==> src/rtl/pll_reset_sequencer_if.sv <==
// Bundles the PLL lock input with the reset and timebase outputs of
// pll_reset_sequencer. The sequencer connects to the slave modport and
// its environment connects to the master modport.
interface pll_reset_sequencer_if;
  logic       pll_lock;
  logic       rst_out;
  logic       rst_out_n;
  logic [1:0] seq_state;
  logic       tick_us;
  logic       tick_ms;

  modport slave (
    input  pll_lock,
    output rst_out, rst_out_n, seq_state, tick_us, tick_ms
  );

  modport master (
    output pll_lock,
    input  rst_out, rst_out_n, seq_state, tick_us, tick_ms
  );
endinterface

==> src/rtl/pll_reset_sequencer.sv <==
// PLL reset sequencer. It resynchronises and debounces the PLL lock, then
// holds the user reset for a fixed time before releasing it. Any lock loss
// re-asserts the reset at once.
// Optional feature macro: SEQ_TICKS_EN. When it is defined, the sequencer
// also produces 1 us and 1 ms strobes while in RUN. When it is not defined,
// both strobes are tied low.
module pll_reset_sequencer #(
  parameter int CLK_MHZ     = 60,
  parameter int LOCK_STABLE = 1024,
  parameter int HOLD_CYCLES = 65536
) (
  input  logic                  clock,
  input  logic                  reset,
  pll_reset_sequencer_if.slave  bus
);

  localparam int STAB_W = $clog2(LOCK_STABLE + 1);
  localparam int HOLD_W = $clog2(HOLD_CYCLES + 1);
  localparam logic [STAB_W-1:0] STAB_LAST = STAB_W'(LOCK_STABLE - 1);
  localparam logic [STAB_W-1:0] STAB_MAX  = STAB_W'(LOCK_STABLE);
  localparam logic [HOLD_W-1:0] HOLD_LAST = HOLD_W'(HOLD_CYCLES - 1);

  typedef enum logic [1:0] {
    WAIT_LOCK = 2'd0,
    HOLD      = 2'd1,
    RUN       = 2'd2
  } seqState_t;

  seqState_t         r_state;
  seqState_t         w_nextState;
  logic              r_sync1;
  logic              r_sync2;
  logic              w_lk;
  logic [STAB_W-1:0] r_stabCnt;
  logic [HOLD_W-1:0] r_holdCnt;
  logic              r_rstOut;
  logic              r_rstOutN;

  // Resynchronise the asynchronous lock input with two flops.
  always_ff @(posedge clock) begin
    if (reset) begin
      r_sync1 <= 1'b0;
      r_sync2 <= 1'b0;
    end else begin
      r_sync1 <= bus.pll_lock;
      r_sync2 <= r_sync1;
    end
  end

  assign w_lk = r_sync2;

  // Next-state logic. Lock loss always takes priority over the terminal counts.
  always_comb begin
    w_nextState = r_state;
    case (r_state)
      WAIT_LOCK: if (w_lk && (r_stabCnt == STAB_LAST)) w_nextState = HOLD;
      HOLD: begin
        if (!w_lk)                        w_nextState = WAIT_LOCK;
        else if (r_holdCnt == HOLD_LAST)  w_nextState = RUN;
      end
      RUN:       if (!w_lk) w_nextState = WAIT_LOCK;
      default:   w_nextState = WAIT_LOCK;
    endcase
  end

  // State register. The reset outputs are registered from the next state,
  // so they change on the same edge as seq_state.
  always_ff @(posedge clock) begin
    if (reset) begin
      r_state   <= WAIT_LOCK;
      r_rstOut  <= 1'b1;
      r_rstOutN <= 1'b0;
    end else begin
      r_state   <= w_nextState;
      r_rstOut  <= (w_nextState != RUN);
      r_rstOutN <= (w_nextState == RUN);
    end
  end

  // Lock stability counter. It saturates while lk is high in WAIT_LOCK and
  // clears whenever lk is low or the state is anything other than WAIT_LOCK.
  always_ff @(posedge clock) begin
    if (reset) begin
      r_stabCnt <= '0;
    end else if ((r_state == WAIT_LOCK) && w_lk) begin
      if (r_stabCnt != STAB_MAX) r_stabCnt <= r_stabCnt + 1'b1;
    end else begin
      r_stabCnt <= '0;
    end
  end

  // Reset-stretch counter. It counts only in HOLD and is zero on entry to HOLD.
  always_ff @(posedge clock) begin
    if (reset) begin
      r_holdCnt <= '0;
    end else if (r_state == HOLD) begin
      if (r_holdCnt != HOLD_LAST) r_holdCnt <= r_holdCnt + 1'b1;
    end else begin
      r_holdCnt <= '0;
    end
  end

  assign bus.rst_out   = r_rstOut;
  assign bus.rst_out_n = r_rstOutN;
  assign bus.seq_state = r_state;

`ifdef SEQ_TICKS_EN
  localparam int US_W = $clog2(CLK_MHZ + 1);
  localparam logic [US_W-1:0] US_LAST = US_W'(CLK_MHZ - 1);

  logic [US_W-1:0] r_usCnt;
  logic [9:0]      r_msCnt;
  logic            r_tickUs;
  logic            r_tickMs;
  logic            w_stayRun;
  logic            w_usWrap;
  logic            w_msWrap;

  assign w_stayRun = (r_state == RUN) && (w_nextState == RUN);
  assign w_usWrap  = w_stayRun && (r_usCnt == US_LAST);
  assign w_msWrap  = w_usWrap && (r_msCnt == 10'd999);

  // Timebase counters. They run only while the sequencer stays in RUN and
  // are cleared, with both strobes forced low, whenever it leaves RUN.
  always_ff @(posedge clock) begin
    if (reset || !w_stayRun) begin
      r_usCnt  <= '0;
      r_msCnt  <= '0;
      r_tickUs <= 1'b0;
      r_tickMs <= 1'b0;
    end else begin
      r_usCnt  <= w_usWrap ? '0 : r_usCnt + 1'b1;
      if (w_usWrap) r_msCnt <= w_msWrap ? 10'd0 : r_msCnt + 10'd1;
      r_tickUs <= w_usWrap;
      r_tickMs <= w_msWrap;
    end
  end

  assign bus.tick_us = r_tickUs;
  assign bus.tick_ms = r_tickMs;
`else
  assign bus.tick_us = 1'b0;
  assign bus.tick_ms = 1'b0;
`endif

endmodule

==> src/flat_wrapper.sv <==
// flat-port wrapper written by rule: the top's interface ports become plain ports
module pll_reset_sequencer_flat 
#(
  parameter int CLK_MHZ     = 60,
  parameter int LOCK_STABLE = 1024,
  parameter int HOLD_CYCLES = 65536
)
  (clock, reset, bus_pll_lock, bus_rst_out, bus_rst_out_n, bus_seq_state, bus_tick_us, bus_tick_ms);
  pll_reset_sequencer_if bus_i ();
  input  logic clock;
  input  logic reset;
  input wire logic [$bits(bus_i.pll_lock)-1:0] bus_pll_lock;
  output wire logic [$bits(bus_i.rst_out)-1:0] bus_rst_out;
  output wire logic [$bits(bus_i.rst_out_n)-1:0] bus_rst_out_n;
  output wire logic [$bits(bus_i.seq_state)-1:0] bus_seq_state;
  output wire logic [$bits(bus_i.tick_us)-1:0] bus_tick_us;
  output wire logic [$bits(bus_i.tick_ms)-1:0] bus_tick_ms;
  assign bus_i.pll_lock = bus_pll_lock;
  assign bus_rst_out = bus_i.rst_out;
  assign bus_rst_out_n = bus_i.rst_out_n;
  assign bus_seq_state = bus_i.seq_state;
  assign bus_tick_us = bus_i.tick_us;
  assign bus_tick_ms = bus_i.tick_ms;
  pll_reset_sequencer #(.CLK_MHZ(CLK_MHZ), .LOCK_STABLE(LOCK_STABLE), .HOLD_CYCLES(HOLD_CYCLES)) u_core (.clock(clock), .reset(reset), .bus(bus_i));
endmodule
==> config.mk <==
export PLATFORM = sky130hd
export DESIGN_NAME = pll_reset_sequencer_flat
export DESIGN_NICKNAME = d
export VERILOG_FILES = /design/src/rtl/pll_reset_sequencer_if.sv /design/src/rtl/pll_reset_sequencer.sv /design/src/flat_wrapper.sv
export SDC_FILE = /design/constraint.sdc
export NUM_CORES = 1
export LEC_CHECK = 0
export BUFFER_PORTS_ARGS = -buffer_cell sky130_fd_sc_hd__clkbuf_2
export CORE_ASPECT_RATIO = 2
export CORE_MARGIN = 3
export CORE_UTILIZATION = 40
export CTS_CLUSTER_SIZE = 40
export DETAILED_ROUTE_END_ITERATION = 8
export PLACE_DENSITY = 0.64
export SYNTH_ARGS = -nofsm -noshare
export SYNTH_HDL_FRONTEND = slang
export SYNTH_SLANG_ARGS = --single-unit
==> constraint.sdc <==
create_clock -name clock -period 3.85 [get_ports clock]
set_clock_uncertainty 0.15 [all_clocks]
set_input_delay 1.155 -clock clock [delete_from_list [all_inputs] [get_ports clock]]
set_output_delay 1.155 -clock clock [all_outputs]
set_load 0.02 [all_outputs]
==> impl_results.md <==
- Routed via count: 1,132
- Post-synth ARST share: 0%
- TritonCTS Buffers: 5
- Gpl congestion: 0.763
- Yosys top cell by area: dfxtp_1
- Nets: 180
- Clock power frac: 41.3%
- Post-synth EDFFs: 0
- Reg-to-reg startpoint: u_core.r_holdCnt[4]
- Final Util: 44.9%
- Cells after Synth: 167
- Max Root-Sink Buffers: 2
- Die ar.: 4690 um2
- First-pass GRT wire length: 4970 um
- Drt wl/cell: 12.1 um
- WP data arrival: 2.57 ns
- Period utilization: 65.4%
- Internal power: 493 uW
- Starting Density: 42.0%
- Static leakage: 0.589 nW
- Flops & latches, synth: 34
- Core Area: 3680 um2
- Setup violators final: 0
- Cts hold-fix bufs: 0
- GRT Overall Usage: 13.8%
- Antenna Cells: 0
- Worst vdd ir: 0.270 mV
- Initial antenna violation count: 0
- Layout area overhead: 7.04%
- Library cells used by synthesis: 38
- Synth cell count leaders: dfxtp_1 (34), nor2_1 (25), xor2_1 (13)
- RSZ-0062 raised after global routing: no
- Switching share of power: 19.6%
- PortBufs: 6
- Die Span Y: 93.9 um
- Simple-Gate Fraction of Synth Area: 29.0%
- Endpoints failing hold: 0
- Synth Area in XOR/XNOR: 11.3%
- Postcts setup bufs: 0
- Crit end category: flip-flop
- Antenna Nets Post-Route: 0
- Crit. Startpoint: u_core.r_holdCnt[4]
- TritonCTS clock tree: yes
- Post-Synth Adder-Cell Area: 3.24%
- CTS root buf: clkbuf_8
- Slew margin rel.: 61.1%
- Main combinational cell family by area after synthesis: simple AND/OR/NAND/NOR gates
- Hold wc startpoint: u_core.r_sync1
- Drt via density: 5.12
- Part of the power in combinational logic: 1.1%
- DP HPWL: 1980 um
- Final Max Slew Viols: 0
- Remaining Overflow, GRT: 0
- Synth top area share: 44.0%
- DRT Pass-1 Iters: 3
- Switching power: 121 uW
- Number of global-route vias before repair: 1,175
- Status: complete, no violations
- Worst-path clk slew: 0.06 ns
- DRT iter0 DRCs: 14
- Worst hold path type: reg -> reg
- Maxcap violations: 0
- Clk_lat worst skew: 0.28 ns
- Post-route DRC: 0
- Max Clk Rate: 397 MHz
- Sequential fraction of the synthesis area: 44.0%
- Drt total wl: 2670 um
- Critical Path RT: 3.90 ns
- Resized cells post-CTS: 0
- Die width: 50.0 um
- # IOs: 9
- Pwr Density: 371 nW/um2
- Setup TNS: 0 ns
- Pin count of the biggest net entering global routing: 18
- H-tree depth: 2
- Mapped Avg Cell Area: 9.26 um2
- Kind of critical path: reg -> reg
- Clk sinks: 34
- Synth Area in Compound Gates: 5.18%
- Number of fill cells in the layout: 354
- Crit Path Max Fanout: 9
- Sequential fraction of design power: 57.6%
- Mapped cell area: 1550 um2
- Ys Warns: 0
- Cell with the most instances after synthesis: dfxtp_1
- # rows: 31
- Mux contribution to synthesized area: 1.29%
- Post-route minimum period: 2.52 ns
- Fraction of layout cells with a size suffix above 1: 8.72%
- Slew at the pin with the worst max-slew slack: 0.583 ns
- Synth top area cells: dfxtp_1 (44%), xor2_1 (7.4%), nor2_1 (6.1%), xnor2_1 (4.0%), nand3_1 (3.6%)
- Most used DFF post-synth: dfxtp_1
- CP startpoint kind: flip-flop
layer usage:
| layer | vias up | routed length (um) | GRT usage (%) |
|---|---|---|---|
| met5 | - | 0 | 0 |
| met2 | 9 | 1480 | 24.8 |
| met3 | 5 | 64 | 4.45 |
| met1 | 541 | 1060 | 13.5 |
| li1 | 577 | - | - |
| met4 | 0 | 61 | 7.39 |
critical path, cell delays in order, from the launching register on:
cell and delay (ns):
dfxtp_1 0.34, and3_1 0.27, nand4_1 0.13, nor3_1 0.05
ha_1 0.29, and4b_1 0.51, nand2_4 0.08, or4b_1 0.47
a21oi_1 0.15
state kept, by name (all words and copies together), names as in the netlist:
signal / count
u_core.bus.rst_out: 1
u_core.bus.rst_out_n: 1
u_core.bus.seq_state: 2
u_core.r_holdCnt: 17
u_core.r_stabCnt: 11
u_core.r_sync1: 1
u_core.r_sync2: 1
cell usage in the layout, fill, tap and decap left out, types with 4 or more instances in the layout:
| cell type | count |
|---|---|
| nand3_1 | 11 |
| xor2_1 | 13 |
| nand2_1 | 5 |
| ha_1 | 4 |
| clkbuf_2 | 6 |
| nor2_1 | 25 |
| nand4_1 | 5 |
| a21oi_1 | 8 |
| nor3_1 | 4 |
| xnor2_1 | 7 |
| dfxtp_1 | 34 |
| or3_1 | 4 |
| clkbuf_8 | 6 |
| inv_1 | 5 |
stage by stage:
step,setup WS (ns),cell area [um2],hold WS (ns),power [mW],instances
floorplan,1.50,1550,0.264,0.368,168
global placement,1.35,1570,0.288,0.368,215
finish,1.33,1660,0.309,0.614,221
detailed placement,1.28,1570,0.301,0.368,215
CTS,1.30,1660,0.316,0.623,221
global route,1.16,1660,0.328,0.635,221
cell families (layout without fill, tap and decap cells):
group | after synthesis | in the layout
adders and majority gates | 4 | 4
xor gates and xnor gates | 20 | 20
buffers and inverters | 13 | 17
muxes | 2 | 2
DFF | 34 | 34
and+or+nand+nor | 79 | 79
other | 1 | 2
AOI/OAI and AO/OA | 14 | 14
final timing paths:
| check | to | cells after the start | slack, ns |
|---|---|---|---|
| worst max-delay path | u_core.r_holdCnt[13] | 8 | 1.33 |
| worst min register to register | u_core.r_sync2 | 1 | 0.31 |
| worst max register to register | u_core.r_holdCnt[13] | 8 | 1.33 |
| worst min-delay path | u_core.r_sync2 | 1 | 0.31 |
layout make-up:
type	instances	area [um2]	share of cell area, %
inverter	5	18.8	1.13
timing repair buffer	6	30.0	1.81
sequential	34	681	41.1
tap	49	61.3	3.70
multi-input combinational	121	782	47.2
clock buffer	6	82.6	4.99
power by group through the flow:
| stage | combinational (mW) | clock [mW] | sequential (mW) |
|---|---|---|---|
| finish | 0.00650 | 0.253 | 0.354 |
| global route | 0.00745 | 0.274 | 0.353 |
| CTS | 0.00654 | 0.263 | 0.354 |
| detailed placement | 0.00653 | 0 | 0.361 |
| global placement | 0.00621 | 0 | 0.361 |
| floorplan | 0.00632 | 0 | 0.361 |
(Power assumes the default switching activity.)
